## src/rtl/addsub_pkg.sv

```systemverilog
// Shared types for the pipelined add/subtract unit.
//   addsub_mode_e  : operation select carried on in_mode
//   addsub_flags_t : status flags travelling alongside each result
// The result vector is width-parametric, so modules pair it with
// addsub_flags_t in a locally declared packed beat struct.
package addsub_pkg;

  typedef enum logic [1:0] {
    MODE_ADD  = 2'd0,
    MODE_SUB  = 2'd1,
    MODE_ADDS = 2'd2,
    MODE_SUBS = 2'd3
  } addsub_mode_e;

  typedef struct packed {
    logic carry;  // carry-out for adds, borrow for subtracts
    logic ovf;    // signed overflow of the unsaturated operation
    logic zero;   // final result is zero
    logic sat;    // saturation clamped the result
  } addsub_flags_t;

  // Subtract modes invert B and inject a carry-in of one.
  function automatic logic is_sub_mode(addsub_mode_e m);
    return (m == MODE_SUB) || (m == MODE_SUBS);
  endfunction

  function automatic logic is_sat_mode(addsub_mode_e m);
    return (m == MODE_ADDS) || (m == MODE_SUBS);
  endfunction

endpackage

```

## src/rtl/addsub_core.sv

```systemverilog
// Combinational add/subtract core built on a single adder.
//   a, b   : operands
//   mode   : addsub_mode_e encoding
//   result : final (possibly saturated) result
//   flags  : carry/borrow, signed overflow, zero, saturation
module addsub_core
  import addsub_pkg::*;
#(
  parameter int unsigned WIDTH = 8
) (
  input  logic [WIDTH-1:0] a,
  input  logic [WIDTH-1:0] b,
  input  logic [1:0]       mode,
  output logic [WIDTH-1:0] result,
  output addsub_flags_t    flags
);

  addsub_mode_e     m;
  logic             sub;
  logic [WIDTH-1:0] b_eff;
  logic [WIDTH:0]   raw;
  logic             carry;
  logic             ovf;
  logic             sat;

  always_comb begin
    m      = addsub_mode_e'(mode);
    sub    = is_sub_mode(m);
    b_eff  = b ^ {WIDTH{sub}};
    raw    = {1'b0, a} + {1'b0, b_eff} + (WIDTH+1)'(sub);
    // For subtraction the adder carry is the inverse of borrow.
    carry  = raw[WIDTH] ^ sub;
    ovf    = (a[WIDTH-1] ~^ b_eff[WIDTH-1]) & (raw[WIDTH-1] ^ a[WIDTH-1]);
    sat    = is_sat_mode(m) & carry;
    result = raw[WIDTH-1:0];
    if (sat) begin
      result = sub ? '0 : '1;
    end
    flags = '{carry: carry, ovf: ovf, zero: (result == '0), sat: sat};
  end

endmodule

```

## src/rtl/addsub_pipe.sv

```systemverilog
// Pipelined add/subtract unit with valid/ready on both sides.
//   clk, rst                       : clock, async active-high reset
//   in_valid/in_ready              : operand handshake
//   in_a, in_b, in_mode            : operands and operation
//   out_valid/out_ready            : result handshake
//   out_result, out_carry, out_ovf,
//   out_zero, out_sat              : result and flags from the last stage
// Stage 0 captures the core output; later stages forward it unchanged.
module addsub_pipe
  import addsub_pkg::*;
#(
  parameter int unsigned WIDTH  = 8,
  parameter int unsigned STAGES = 2
) (
  input  logic             clk,
  input  logic             rst,
  input  logic             in_valid,
  output logic             in_ready,
  input  logic [WIDTH-1:0] in_a,
  input  logic [WIDTH-1:0] in_b,
  input  logic [1:0]       in_mode,
  output logic             out_valid,
  input  logic             out_ready,
  output logic [WIDTH-1:0] out_result,
  output logic             out_carry,
  output logic             out_ovf,
  output logic             out_zero,
  output logic             out_sat
);

  if (WIDTH < 2) begin : g_bad_width
    $error("addsub_pipe: WIDTH must be at least 2");
  end
  if (STAGES < 1 || STAGES > 4) begin : g_bad_stages
    $error("addsub_pipe: STAGES must be in 1..4");
  end

  typedef struct packed {
    logic [WIDTH-1:0] result;
    addsub_flags_t    flags;
  } beat_t;

  logic [WIDTH-1:0] core_result;
  addsub_flags_t    core_flags;
  beat_t            core_beat;

  logic [STAGES-1:0] v;
  logic [STAGES-1:0] adv;
  logic [STAGES-1:0] load;
  logic [STAGES-1:0] stage_in_v;
  beat_t             data_q     [STAGES];
  beat_t             stage_in_d [STAGES];
  logic              free;

  addsub_core #(.WIDTH(WIDTH)) u_core (
    .a      (in_a),
    .b      (in_b),
    .mode   (in_mode),
    .result (core_result),
    .flags  (core_flags)
  );

  assign core_beat = '{result: core_result, flags: core_flags};

  // Ready ripples from the output back: a stage advances when it is
  // valid and the stage after it can load this cycle.
  always_comb begin
    adv  = '0;
    load = '0;
    free = out_ready;
    for (int i = int'(STAGES) - 1; i >= 0; i--) begin
      adv[i]  = v[i] & free;
      load[i] = ~v[i] | adv[i];
      free    = load[i];
    end
  end

  // Source of each stage: the core for stage 0, the previous stage otherwise.
  always_comb begin
    stage_in_v    = '0;
    stage_in_v[0] = in_valid;
    stage_in_d[0] = core_beat;
    for (int i = 1; i < int'(STAGES); i++) begin
      stage_in_v[i] = v[i-1];
      stage_in_d[i] = data_q[i-1];
    end
  end

  // Valid/data chain; data only changes when a valid beat moves in.
  always_ff @(posedge clk or posedge rst) begin
    if (rst) begin
      v <= '0;
      for (int i = 0; i < int'(STAGES); i++) begin
        data_q[i] <= '0;
      end
    end else begin
      for (int i = 0; i < int'(STAGES); i++) begin
        if (load[i]) begin
          v[i] <= stage_in_v[i];
          if (stage_in_v[i]) begin
            data_q[i] <= stage_in_d[i];
          end
        end
      end
    end
  end

  assign in_ready   = load[0];
  assign out_valid  = v[STAGES-1];
  assign out_result = data_q[STAGES-1].result;
  assign out_carry  = data_q[STAGES-1].flags.carry;
  assign out_ovf    = data_q[STAGES-1].flags.ovf;
  assign out_zero   = data_q[STAGES-1].flags.zero;
  assign out_sat    = data_q[STAGES-1].flags.sat;

endmodule

```

## config.mk

```make
export PLATFORM = sky130hd
export DESIGN_NAME = addsub_pipe
export DESIGN_NICKNAME = d
export VERILOG_FILES = /design/src/rtl/addsub_pkg.sv /design/src/rtl/addsub_core.sv /design/src/rtl/addsub_pipe.sv
export SDC_FILE = /design/constraint.sdc
export NUM_CORES = 1
export LEC_CHECK = 0
export ABC_CLOCK_PERIOD_IN_PS = 1600
export BUFFER_PORTS_ARGS = -buffer_cell sky130_fd_sc_hd__buf_2
export CORE_UTILIZATION = 40
export DETAILED_ROUTE_END_ITERATION = 7
export PLACE_DENSITY = 0.62
export SYNTH_ARGS = -nofsm -noshare
export SYNTH_HDL_FRONTEND = slang
export SYNTH_HIERARCHICAL = 1
export SYNTH_SLANG_ARGS = --single-unit
```

## constraint.sdc

```tcl
create_clock -name clk -period 1.6 [get_ports clk]
set_clock_uncertainty 0.2 [all_clocks]
set_input_delay 0.08 -clock clk [delete_from_list [all_inputs] [get_ports clk]]
set_output_delay 0.08 -clock clk [all_outputs]
set_load 0.01 [all_outputs]
```

## Word-level counts from Yosys, hierarchy flattened

Index checks and enable logic that the tools add are counted.

| word-level totals | value |
|---|---|
| flip-flop bits (word level) | 26 |
| input port bits | 22 |
| logic and storage cells | 36 |

| cells by class | value |
|---|---|
| add/subtract/negate cells | 2 |
| eq/ne operators | 3 |
| mux-type cells | 2 |
| bitwise gates (word level) | 12 |
| reduce and logical (&&, ||, !) cells | 5 |

Operator list:

| operator | count |
|---|---|
| two-way mux 8 bit | 2 |
| adder 8 x 8 -> 9 bit | 1 |
| adder 9 x 1 -> 9 bit | 1 |
| zero test 8 bit | 1 |
| bitwise XOR 8 bit | 1 |
| bitwise AND 1 bit | 4 |
| == test 2 bit, second input constant | 2 |
| AND reduction 2 bit | 2 |
| == test 2 x 1 -> 1 bit, second input constant | 1 |
| logical OR 1 bit | 2 |
| inverter 1 bit | 2 |
| bitwise OR 1 bit | 2 |
| bitwise XOR 1 bit | 2 |
| bitwise XNOR 1 bit | 1 |

## Logic depth before layout (Yosys ltp)

| depth | value |
|---|---|
| depth after elaboration | 9 |
| mapped depth | 11 |
| depth with buffers taken out | 9 |

## Hierarchy

Netlist, hierarchy kept.

Modules (own cells, without submodules):

| module | times used | cells each | area each (um^2) | seq. area each (um^2) |
|---|---|---|---|---|
| addsub_pipe | 1 | 67 | 1148.6 | 650.6 |
| addsub_core | 1 | 85 | 669.4 | 0.0 |

## Worst setup path after synthesis

Ideal clock, no wire load.

| timing path | value |
|---|---|
| path kind | input to register |
| from | input port in_mode[0] |
| to | register data_q[16] (netlist name) |
| library setup time | 0.125 ns |
| arrival | 2.180 ns |
| slack | -0.905 ns |
| cell stages on the path | 10 |
| cells stage by stage | buf_2 xor2_1 inv_1 fa_1 nand2b_1 a211oi_2 nor3_1 nor3b_4 o21ai_0 mux2_4 |

| between the ends | value |
|---|---|
| cells in the longest elaborated chain, start to end | 8 |

RTL lines:

| element | line | source |
|---|---|---|
| start: declaration | addsub_pipe.sv:21 | `input logic [1:0] in_mode,` |
| == test 2 x 1 -> 1 bit / == test 2 bit (equally long branches) | addsub_pkg.sv:24, addsub_pkg.sv:28 |  |
| logical OR 1 bit | addsub_pkg.sv:24 | `return (m == MODE_SUB) \|\| (m == MODE_SUBS);` |
| bitwise XOR 8 bit | addsub_core.sv:29 | `b_eff = b ^ {WIDTH{sub}};` |
| adder 8 x 8 -> 9 bit | addsub_core.sv:30 | `raw = {1'b0, a} + {1'b0, b_eff} + (WIDTH+1)'(sub);` |
| adder 9 x 1 -> 9 bit | addsub_core.sv:30 |  |
| bitwise XOR 1 bit | addsub_core.sv:32 | `carry = raw[WIDTH] ^ sub;` |
| bitwise AND 1 bit * | addsub_core.sv:34 | `sat = is_sat_mode(m) & carry;` |
| via u_core.sat | addsub_core.sv:24 | `logic sat;` |
| two-way mux 8 bit * | addsub_core.sv:36 | `if (sat) begin` |
| via core_result[0] | addsub_pipe.sv:43 | `logic [WIDTH-1:0] core_result;` |
| end signal: indexed assignment | addsub_pipe.sv:101 | `data_q[i] <= stage_in_d[i];` |
| end: declaration | addsub_pipe.sv:51 | `beat_t data_q [STAGES];` |

The timed path passes the listed nets; every way through them passes the cells marked *.
A chain may end at the register's enable or synchronous reset.

==> qor.txt <==
Top-Level Pins = 36
# port buffers = 35
Top Family by Delay on Critical Path = compound AO/OA/AOI/OAI gates
DRT Pass-1 Iters = 4
Share of cells above drive strength 1 = 58.4%
Commonest cells in the netlist = dfrtp_1 (26), mux2_4 (20), buf_4 (11), o21ai_0 (11), xor2_1 (11)
Final Net Count = 246
Longest Clk Path Bufs = 2
Worst-path clk slew = 0.08 ns
Yosys top cell by area = dfrtp_1
Most used cell, CP = buf_6
First-pass GRT wire length = 6130 um
Yosys top cell area share = 35.8%
Syn Inst Count = 152
Critical Path End Type = flip-flop
Worst Path Arrival = 2.09 ns
Final hold slack = 0.0296 ns
Seq/Total Area, Yosys = 35.8%
Core region area = 4350 um^2
CP peak stage delay = 0.34 ns
RePlAce Congestion = 0.851
Crit path max fanout = 5
Max VDD drop = 0.000400 V
Final wirelength = 3370 um
Pin count of the biggest net entering global routing = 27
#FFs+latches synth = 26
Synth area leaders = dfrtp_1 (36%), mux2_4 (17%), ha_1 (5.5%)
Full die area = 4820 um^2
Setup WS post-layout = -0.538 ns
Max Cap Violations = 0
PwrDens = 1110 nW/um^2
Clock period minus worst slack = 2.14 ns
Setup TNS = -5.71 ns
# rows = 24
Die span in x = 69.4 um
Number of global-route vias before repair = 1,399
CP Cell Sequence = buf_8 -> buf_6 -> xor2_1 -> ha_1 -> o211ai_1 -> a211oi_4 -> nor3_2 -> nor3b_4 -> buf_6 -> o21ai_2 -> mux2_4
Root Buffer = clkbuf_8
TritonCTS clock tree = yes
Slowest stage cell, crit path = ha_1
Max Fclk = 0.468 GHz
Final worst-path cycle share = 134%
Die Span Y = 69.4 um
Total GRT Usage = 15.5%
Diodes inserted = 0
Clk_lat worst skew = 0.26 ns
DR WL/cell = 12.7 um
Detail Placement HPWL = 2620 um
Clock sinks = 26
Synth Flop Type = dfrtp_1
Synthesis Warnings = 6
Syn_area_per_cell = 12.0 um^2
Multi-input logic area = 1130 um^2
Post-synth EDFFs = 0
Vias = 1,286
Fin. Hold Viols = 0
Net Count, Synth = 183
GRT overflow = 0
Setup-failing EPs final = 12
Hold Crit Class = in -> reg
Initial drt markers = 39
LEAKAGE = 1.20 nW
Most common cell in the netlist = dfrtp_1
Final std cells w/o fill = 266
Initial antenna violation count = 0
Failing checks = negative setup slack
Critical Path RT = 1.55 ns
Fin. max-slew vios = 0
Worst relative slew slack = 75.6%
Initial core utilization = 41.8%
Inst Count DP = 252
Inserted Clock Buffers = 3
Reg area = 651 um^2
Kind of critical path = in -> reg
Synth cell types = 40
Actual slew at the worst max-slew pin = 0.365 ns
Worst setup SP type = input port
Asr flop ratio synth = 100%
DRC Markers = 0
CP bufs+invs = 3
H-tree levels = 1
Placement Setup Slack = -0.924 ns
Total of fill cells in the finished design = 365
Syn Std Cell Area = 1820 um^2
Unrepaired setup endpoints after global routing = true
P&R area growth vs syn = 34.4%
Post-DRT Antenna Nets = 0
Status = finished, violations left
Drt via density = 4.83
==> per-layer routing <==
metal | global-route usage (%) | part of all wire [%] | vias up
met4 | 5.44 | 0.95 | 0
met3 | 1.31 | 2.0 | 2
met1 | 18.7 | 44 | 616
met2 | 28.6 | 53 | 23
met5 | 0 | 0 | -
li1 | - | - | 645
==> worst reg2reg max path: stages (launching register included) <==
cell and delay (ns):
dfrtp_1 0.43, nand3b_4 0.12, nand2b_1 0.06, dlygate4sd3_1 0.55
==> power by group <==
group          switching [mW]  total [mW]  internal (mW)
clock                   0.186       0.405          0.219
combinational           0.515        1.28          0.765
sequential              0.130        1.02          0.888
total                   0.830        2.70           1.87
==> final cells by class <==
type | instances | share of cell area [%]
Inverter | 6 | 0.922
Timing Repair Buffer | 74 | 21.4
Sequential cell | 26 | 26.6
Clock buffer | 4 | 2.25
Tap cell | 52 | 2.66
Multi-Input combinational cell | 104 | 46.1
==> registers in the layout, summed over array words and instances (netlist names) <==
| signal | cells |
|---|---|
| data_q | 12 |
| out_result | 8 |
| v | 2 |
| out_carry | 1 |
| out_ovf | 1 |
| out_sat | 1 |
| out_zero | 1 |
==> kinds of logic after synthesis <==
logic type / count (synthesis) / synth area share [%]
compound gates: 29 / 11.6
fa+ha+maj: 9 / 6.61
xor+xnor: 17 / 8.95
buf+inv: 22 / 8.33
flops: 26 / 35.8
simple gates: 24 / 8.95
mux: 25 / 19.8
==> per-stage QoR <==
step / area (um^2) / util, % / power, mW
after floorplan: 1870 / - / 1.94
after global placement: 2190 / 50.4 / 2.16
after detailed placement: 2190 / 50.4 / 2.20
after CTS: 2430 / 55.8 / 2.71
after global routing: 2440 / 56.1 / 2.88
final: 2440 / 56.1 / 2.70
==> what timing repair did <==
item	4_1_cts	5_1_grt
pin swaps	18	7
endpoints found under the hold margin	27	0
setup endpoints to repair	12	12
hold buffers	3	0
buffers inserted	7	0
gates resized for setup	24	2
cloned	1	0
==> final timing paths <==
kind                            slack (ns)  cells after the start            end          start
worst min-delay path                  0.03                      4     data_q[13]     in_mode[1]
max in group asynchronous             0.76                      4     data_q[20]            rst
worst max-delay path                 -0.54                     11     data_q[19]     in_mode[0]
worst min register to register        0.31                      1  out_result[6]  out_result[6]
min in group asynchronous             0.20                      4        out_ovf            rst
worst max register to register        0.13                      3           v[0]           v[0]
==> layout by cell type, fill, tap and decap left out, types with 5 or more instances in the layout <==
cell / n
o21ai_2: 5
xor2_1: 9
dfrtp_1: 26
buf_4: 30
inv_1: 6
mux2_4: 20
buf_6: 6
buf_2: 33
ha_1: 7
xnor2_1: 5
Note: power is estimated with default switching activity, not from simulation.
